File: src/rtl/ifm_pkg.sv
// Shared types for the instruction fetch memory: controller modes and the response entry layout.
package ifm_pkg;

    typedef enum logic [1:0] {
        S_LOAD,
        S_RUN,
        S_DRAIN
    } ifm_state_e;

    localparam int          ADDR_W_DEF   = 8;
    localparam int          DATA_W_DEF   = 16;
    localparam logic [15:0] NOP_WORD_DEF = 16'h0000;

    typedef struct packed {
        logic [DATA_W_DEF-1:0] instr;
        logic [ADDR_W_DEF-1:0] addr;
        logic                  oob;
    } rsp_entry_t;

endpackage

File: src/rtl/ifm_rsp_fifo.sv
// Two-entry response FIFO; head is the oldest entry and flush empties it on a single edge.
module ifm_rsp_fifo
    import ifm_pkg::*;
#(
    parameter int W = $bits(rsp_entry_t)
) (
    input  logic         clk,
    input  logic         rst_n,
    input  logic         flush,
    input  logic         push,
    input  logic [W-1:0] push_data,
    input  logic         pop,
    output logic         empty,
    output logic [1:0]   count,
    output logic [W-1:0] head
);
    logic [W-1:0] slot [2];
    logic         wr_ptr;
    logic         rd_ptr;
    logic [1:0]   cnt;

    always_ff @(posedge clk or negedge rst_n) begin
        if (!rst_n) begin
            wr_ptr <= 1'b0;
            rd_ptr <= 1'b0;
            cnt    <= 2'd0;
        end else if (flush) begin
            wr_ptr <= 1'b0;
            rd_ptr <= 1'b0;
            cnt    <= 2'd0;
        end else begin
            if (push) wr_ptr <= ~wr_ptr;
            if (pop)  rd_ptr <= ~rd_ptr;
            if (push && !pop)      cnt <= cnt + 2'd1;
            else if (pop && !push) cnt <= cnt - 2'd1;
        end
    end

    always_ff @(posedge clk) begin
        if (push && !flush) slot[wr_ptr] <= push_data;
    end

    assign empty = (cnt == 2'd0);
    assign count = cnt;
    assign head  = slot[rd_ptr];

endmodule

File: src/rtl/instr_fetch_mem.sv
// Loadable instruction memory with a registered fetch port and a 2-entry response buffer.
// LOAD mode takes serial writes, RUN mode serves valid/ready fetches, DRAIN empties before LOAD.
module instr_fetch_mem
    import ifm_pkg::*;
#(
    parameter int                ADDR_W   = 8,
    parameter int                DATA_W   = 16,
    parameter int                DEPTH    = 256,
    parameter logic [DATA_W-1:0] NOP_WORD = DATA_W'(NOP_WORD_DEF)
) (
    input  logic              clk,
    input  logic              rst_n,
    input  logic              ld_en,
    input  logic [ADDR_W-1:0] ld_addr,
    input  logic [DATA_W-1:0] ld_data,
    output logic              ld_err,
    input  logic              start,
    input  logic              stop,
    output logic              running,
    input  logic              flush,
    input  logic              req_valid,
    input  logic [ADDR_W-1:0] req_addr,
    output logic              req_ready,
    output logic              rsp_valid,
    input  logic              rsp_ready,
    output logic [DATA_W-1:0] rsp_instr,
    output logic [ADDR_W-1:0] rsp_addr,
    output logic              rsp_oob
);
    typedef struct packed {
        logic [DATA_W-1:0] instr;
        logic [ADDR_W-1:0] addr;
        logic              oob;
    } entry_t;

    localparam int              EW      = $bits(entry_t);
    localparam logic [ADDR_W:0] DEPTH_C = (ADDR_W+1)'(DEPTH);

    ifm_state_e        state_q, state_d;
    logic [DATA_W-1:0] mem [DEPTH];
    entry_t            rd_p1, fifo_head, rsp_head;
    logic              vld_p1;
    logic              fifo_empty, fifo_push, fifo_pop;
    logic [1:0]        fifo_count, occupancy;
    logic              accept, ld_ok, req_oob;

    assign ld_ok     = (state_q == S_LOAD) && ld_en && ({1'b0, ld_addr} < DEPTH_C);
    assign req_oob   = ({1'b0, req_addr} >= DEPTH_C);
    assign occupancy = fifo_count + {1'b0, vld_p1};
    assign running   = (state_q == S_RUN);
    assign req_ready = running && !flush && !occupancy[1];
    assign accept    = req_valid && req_ready;

    // The in-flight word is shown directly while the buffer is empty, so a lone
    // fetch answers one cycle after acceptance and is only buffered if not taken.
    assign rsp_valid = !fifo_empty || vld_p1;
    assign rsp_head  = fifo_empty ? rd_p1 : fifo_head;
    assign fifo_pop  = !fifo_empty && rsp_ready;
    assign fifo_push = vld_p1 && !(fifo_empty && rsp_ready);
    assign rsp_instr = rsp_valid ? rsp_head.instr : NOP_WORD;
    assign rsp_addr  = rsp_valid ? rsp_head.addr : '0;
    assign rsp_oob   = rsp_valid && rsp_head.oob;

    always_comb begin
        state_d = state_q;
        case (state_q)
            S_LOAD:  if (start && !stop) state_d = S_RUN;
            S_RUN:   if (stop) state_d = S_DRAIN;
            S_DRAIN: if (!vld_p1 && fifo_empty) state_d = S_LOAD;
            default: state_d = S_LOAD;
        endcase
    end

    // Flush holds req_ready low, so a flush edge also leaves nothing in flight.
    always_ff @(posedge clk or negedge rst_n) begin
        if (!rst_n) begin
            state_q <= S_LOAD;
            vld_p1  <= 1'b0;
            ld_err  <= 1'b0;
        end else begin
            state_q <= state_d;
            vld_p1  <= accept;
            ld_err  <= ld_en && !ld_ok;
        end
    end

    always_ff @(posedge clk) begin
        if (ld_ok) mem[ld_addr] <= ld_data;
    end

    // p0 -> p1: synchronous array read; out-of-range fetches never index the array
    always_ff @(posedge clk) begin
        if (accept) begin
            rd_p1.instr <= req_oob ? NOP_WORD : mem[req_addr];
            rd_p1.addr  <= req_addr;
            rd_p1.oob   <= req_oob;
        end
    end

    ifm_rsp_fifo #(
        .W(EW)
    ) u_rsp_fifo (
        .clk       (clk),
        .rst_n     (rst_n),
        .flush     (flush),
        .push      (fifo_push),
        .push_data (rd_p1),
        .pop       (fifo_pop),
        .empty     (fifo_empty),
        .count     (fifo_count),
        .head      (fifo_head)
    );

endmodule

File: config.mk
export PLATFORM = sky130hd
export DESIGN_NAME = instr_fetch_mem
export DESIGN_NICKNAME = d
export VERILOG_FILES = /design/src/rtl/ifm_pkg.sv /design/src/rtl/ifm_rsp_fifo.sv /design/src/rtl/instr_fetch_mem.sv
export SDC_FILE = /design/constraint.sdc
export NUM_CORES = 2
export LEC_CHECK = 0
export CAP_MARGIN = 5
export CORE_MARGIN = 2
export CORE_UTILIZATION = 45
export CTS_BUF_LIST = sky130_fd_sc_hd__clkbuf_16
export CTS_CLUSTER_DIAMETER = 80
export DETAILED_ROUTE_END_ITERATION = 16
export GPL_ROUTABILITY_DRIVEN = 0
export PLACE_DENSITY = 0.6
export SLEW_MARGIN = 10
export SYNTH_ARGS = -nofsm -noshare
export SYNTH_HDL_FRONTEND = slang
export SYNTH_MEMORY_MAX_BITS = 65536
export SYNTH_SLANG_ARGS = --single-unit
File: constraint.sdc
create_clock -name clk -period 3 [get_ports clk]
set_clock_uncertainty 0.1 [all_clocks]
set_input_delay 0.45 -clock clk [delete_from_list [all_inputs] [get_ports clk]]
set_output_delay 0.45 -clock clk [all_outputs]
set_load 0.1 [all_outputs]
==> results.md <==
* Run status: finished with violations
* Failing checks: capacitance limit, setup timing
* 1st-pass router iterations at 8
* Final nets at 8845
* Clock root cell: clkbuf_16
* WL met2 at 223500 um
* Fin crit share at 101.6%
* Max Cap Violations at 1
* Compound-Gate Fraction of Synth Area at 2.959%
* Sequential share of power at 51.9%
* Syn Nets at 7614
* Post-synth cell types at 83
* Post-Syn Instances at 7574
* Commonest cells in the netlist: 4168 x edfxtp_1, 811 x mux4_2, 523 x mux2i_1
* Initial antenna violation count at 20
* Placed Area at 0.1801 mm2
* Actual slew at the worst max-slew pin at 1459 ps
* TritonCTS clock tree: yes
* CP Max Fanout at 9
* Cts bufs inserted at 419
* Reg-to-Reg End: rd_p1[9]$_DFFE_PP_
* Post-synth EDFFs at 4168
* Power consumption at 123.9 mW
* Critical R2R Launch: mem[233][0]$_DFFE_PP_
* XOR/XNOR Fraction of Synth Area at 0.02158%
* Maximum clock rate at 328.2 MHz
* Area Overhead vs Synth at 19.68%
* Pre-CTS WS at -1333 ps
* Core area at 0.3592 mm2
* Cell Pwr Density at 637.5 mW/mm2
* Die Span Y at 604.7 um
* Switching power at 26.95 mW
* Yosys reg bits at 4176
* Synth Flop Type: edfxtp_1
* Final std cells w/o fill at 13940
* Final WL at 465100 um
* Worst slew margin at 1.990%
* Num ports at 69
* Min-delay worst type: in -> reg
* Metal3 WL at 35210 um
* Setup TNS at -71.23 ps
* Simple-gate share of the synthesized area at 2.335%
* Crit path launch: req_addr[7]
* WL/cell at 33.36 um
* # fillers at 27182
* Post-route DRC at 0
* Min cycle time layout at 3047 ps
* Pin count of the biggest net entering global routing at 106
* Post-DR vias/cell at 6.066
* Max Slew Vio Count at 0
* CP Launch Type: input port
* Die W at 604.7 um
* Max Used Layer: met5
* Clk buf depth at 4
* TritonCTS Sinks at 4176
* Worst setup path end: rd_p1[12]$_DFFE_PP_
* Via count at 84559
* Critical path capture point type: flop
* Most frequent cell after synthesis: edfxtp_1
* DP Cell Count at 13124
* Iteration-0 DRC Markers at 11153
* GRT overflow at 0
* Global-route wire length before repair at 652900 um
* Post-Synth Adder-Cell Area at 0%
* Total area of sequential cells at 0.1254 mm2
* Initial Util at 45.20%
* Reg2reg setup slack at 10 ps
* Gr usage total at 25.33%
* Async SR Flop Fraction at 0.1916%
* Area leader, netlist: edfxtp_1
* Post-synth top area share at 77.09%
* Net Sw Frac at 21.75%
* Vias in the first global route at 84239
* Pint at 96.93 mW
* # rows at 220
* Met1 Wirelength at 182200 um
* Port-buffer cells at 67
* VDD IR-drop max at 0.5470 mV
* Post-Syn Area at 0.1624 mm2
* Clk pin slew, worst setup/hold paths at 60 ps
* Leakage at 63.39 nW
* Depth of the most critical reg-to-reg path at 8
* Seq/Total Area, Yosys at 77.21%
* Synth area leaders: edfxtp_1 77%, mux4_2 11%, mux2i_1 3.2%
* WP data required at 3760 ps
* Die Area at 0.3656 mm2
* CP Class: in -> reg
* Skew-Pair Late Insertion Delay at 970 ps
* Htree depth at 5
* Post-DP HPWL at 294500 um
* Unrepaired setup endpoints after global routing: no
* Largest family of logic cells by synthesized area: multiplexers
* Post-synthesis mux area share at 15.48%
* Multi-input gate area at 0.03432 mm2
* Final setup violation count at 3
* Clock network power share at 42.1%
* Setup ws final at -46.81 ps
* Antenna-violating nets left at 0
* Yosys warnings at 0
* Design Area, Final at 0.1943 mm2
* Share of total power in combinational logic at 6.0%
* Critical Path AT at 3800 ps
* Post-Syn Area per Cell at 21.44 um2
* Hold Vio Cnt, Final at 0
* Share of cells above drive strength 1 at 30.75%
-- through the flow --
| stage | util (%) | hold slack [ps] |
|---|---|---|
| after floorplan | - | 54.41 |
| final | 54.09 | 139.3 |
| after CTS | 54.07 | 63.73 |
| after global placement | 50.14 | 360.8 |
| after global routing | 54.09 | 91.03 |
| after detailed placement | 50.14 | 371.1 |
-- worst max-delay path, cell delays in order --
cell             delay [ps]
clkdlybuf4s50_1         470
buf_4                   180
nand3b_1                330
buf_12                  150
buf_4                   130
or2_2                   300
nor3_2                  140
a211oi_1                370
buf_4                   180
nand4_1                 190
nor3_2                  640
and3_1                  250
-- what timing repair did --
action                                  CTS  global route
gates resized for setup                  21            10
hold endpoints to repair                775             0
endpoints found under the setup margin   33            13
cloned                                    2             0
buffers inserted                          5             2
pin swaps                                 2             1
hold buffers                             24             0
-- kinds of logic (layout without fill, tap and decap cells) --
family | count (synthesis) | after routing
mux | 1397 | 1397
buf+inv | 463 | 2049
xor+xnor | 4 | 4
flops | 4176 | 4176
other cells | 1 | 6
simple gates | 835 | 837
compound gates | 698 | 698
-- metal layers --
| metal | vias up | track usage [%] |
|---|---|---|
| met5 | - | 0 |
| met4 | 12 | 11.39 |
| met3 | 834 | 3.708 |
| met2 | 3868 | 40.81 |
| met1 | 45286 | 34.47 |
| li1 | 34559 | - |
-- worst min-delay path by stage --
stage	startpoint	to	slack, ps	depth (start not counted)
floorplan	rst_n	ld_err$_DFF_PN0_	50	0
global placement	rd_p1[1]$_DFFE_PP_	u_rsp_fifo.slot[0][0]$_DFFE_PP_	360	0
detailed placement	rd_p1[8]$_DFFE_PP_	u_rsp_fifo.slot[1][7]$_DFFE_PP_	370	0
CTS	req_addr[5]	rd_p1[6]$_DFFE_PP_	60	2
global route	req_addr[5]	rd_p1[6]$_DFFE_PP_	90	2
finish	req_addr[5]	rd_p1[6]$_DFFE_PP_	140	2
-- registers in the layout (all words and copies together), names as in the netlist --
signal	cells
u_rsp_fifo.wr_ptr	1
ld_err	1
vld_p1	1
u_rsp_fifo.slot	48
u_rsp_fifo.rd_ptr	1
u_rsp_fifo.count	2
mem	4096
rd_p1	24
state_q	2
-- layout by cell type, fill, tap and decap left out, drive strengths merged, types with 7 or more instances in the layout --
cell / instances
or3: 8
a22o: 16
mux4: 872
nand4: 25
clkinv: 210
edfxtp: 4168
a22oi: 43
o221ai: 134
inv: 85
bufinv: 48
nor2: 361
mux2i: 523
a31oi: 12
and3: 18
buf: 1225
o21ai: 103
nor3: 128
nand3: 77
a211oi: 37
dfrtp: 8
dlygate4sd3: 24
nor4: 32
o311ai: 13
nor2b: 14
a221oi: 14
a21oi: 118
clkinvlp: 13
nand2: 140
clkbuf: 427
a2111o: 7
clkdlybuf4s50: 17
o31ai: 8
o22ai: 160
-- layout make-up --
class,count,share of cell area [%]
multi-input combinational,2937,17.66
inverter,4,0.01417
antenna,5,0.006439
timing repair buffer,1267,7.651
clock inverter,352,1.585
clock buffer,426,5.486
tap,4773,3.074
sequential,4176,64.52
-- power by group through the flow --
stage	sequential [mW]	combinational, mW	clock (mW)
final	64.3	7.38	52.2
after global routing	64.3	7.64	55.1
after CTS	64.3	7.35	52.9
after detailed placement	65.5	7.28	0
after global placement	65.5	7.19	0
after floorplan	65.5	3.37	0
Power figures use the tool's default switching activity.
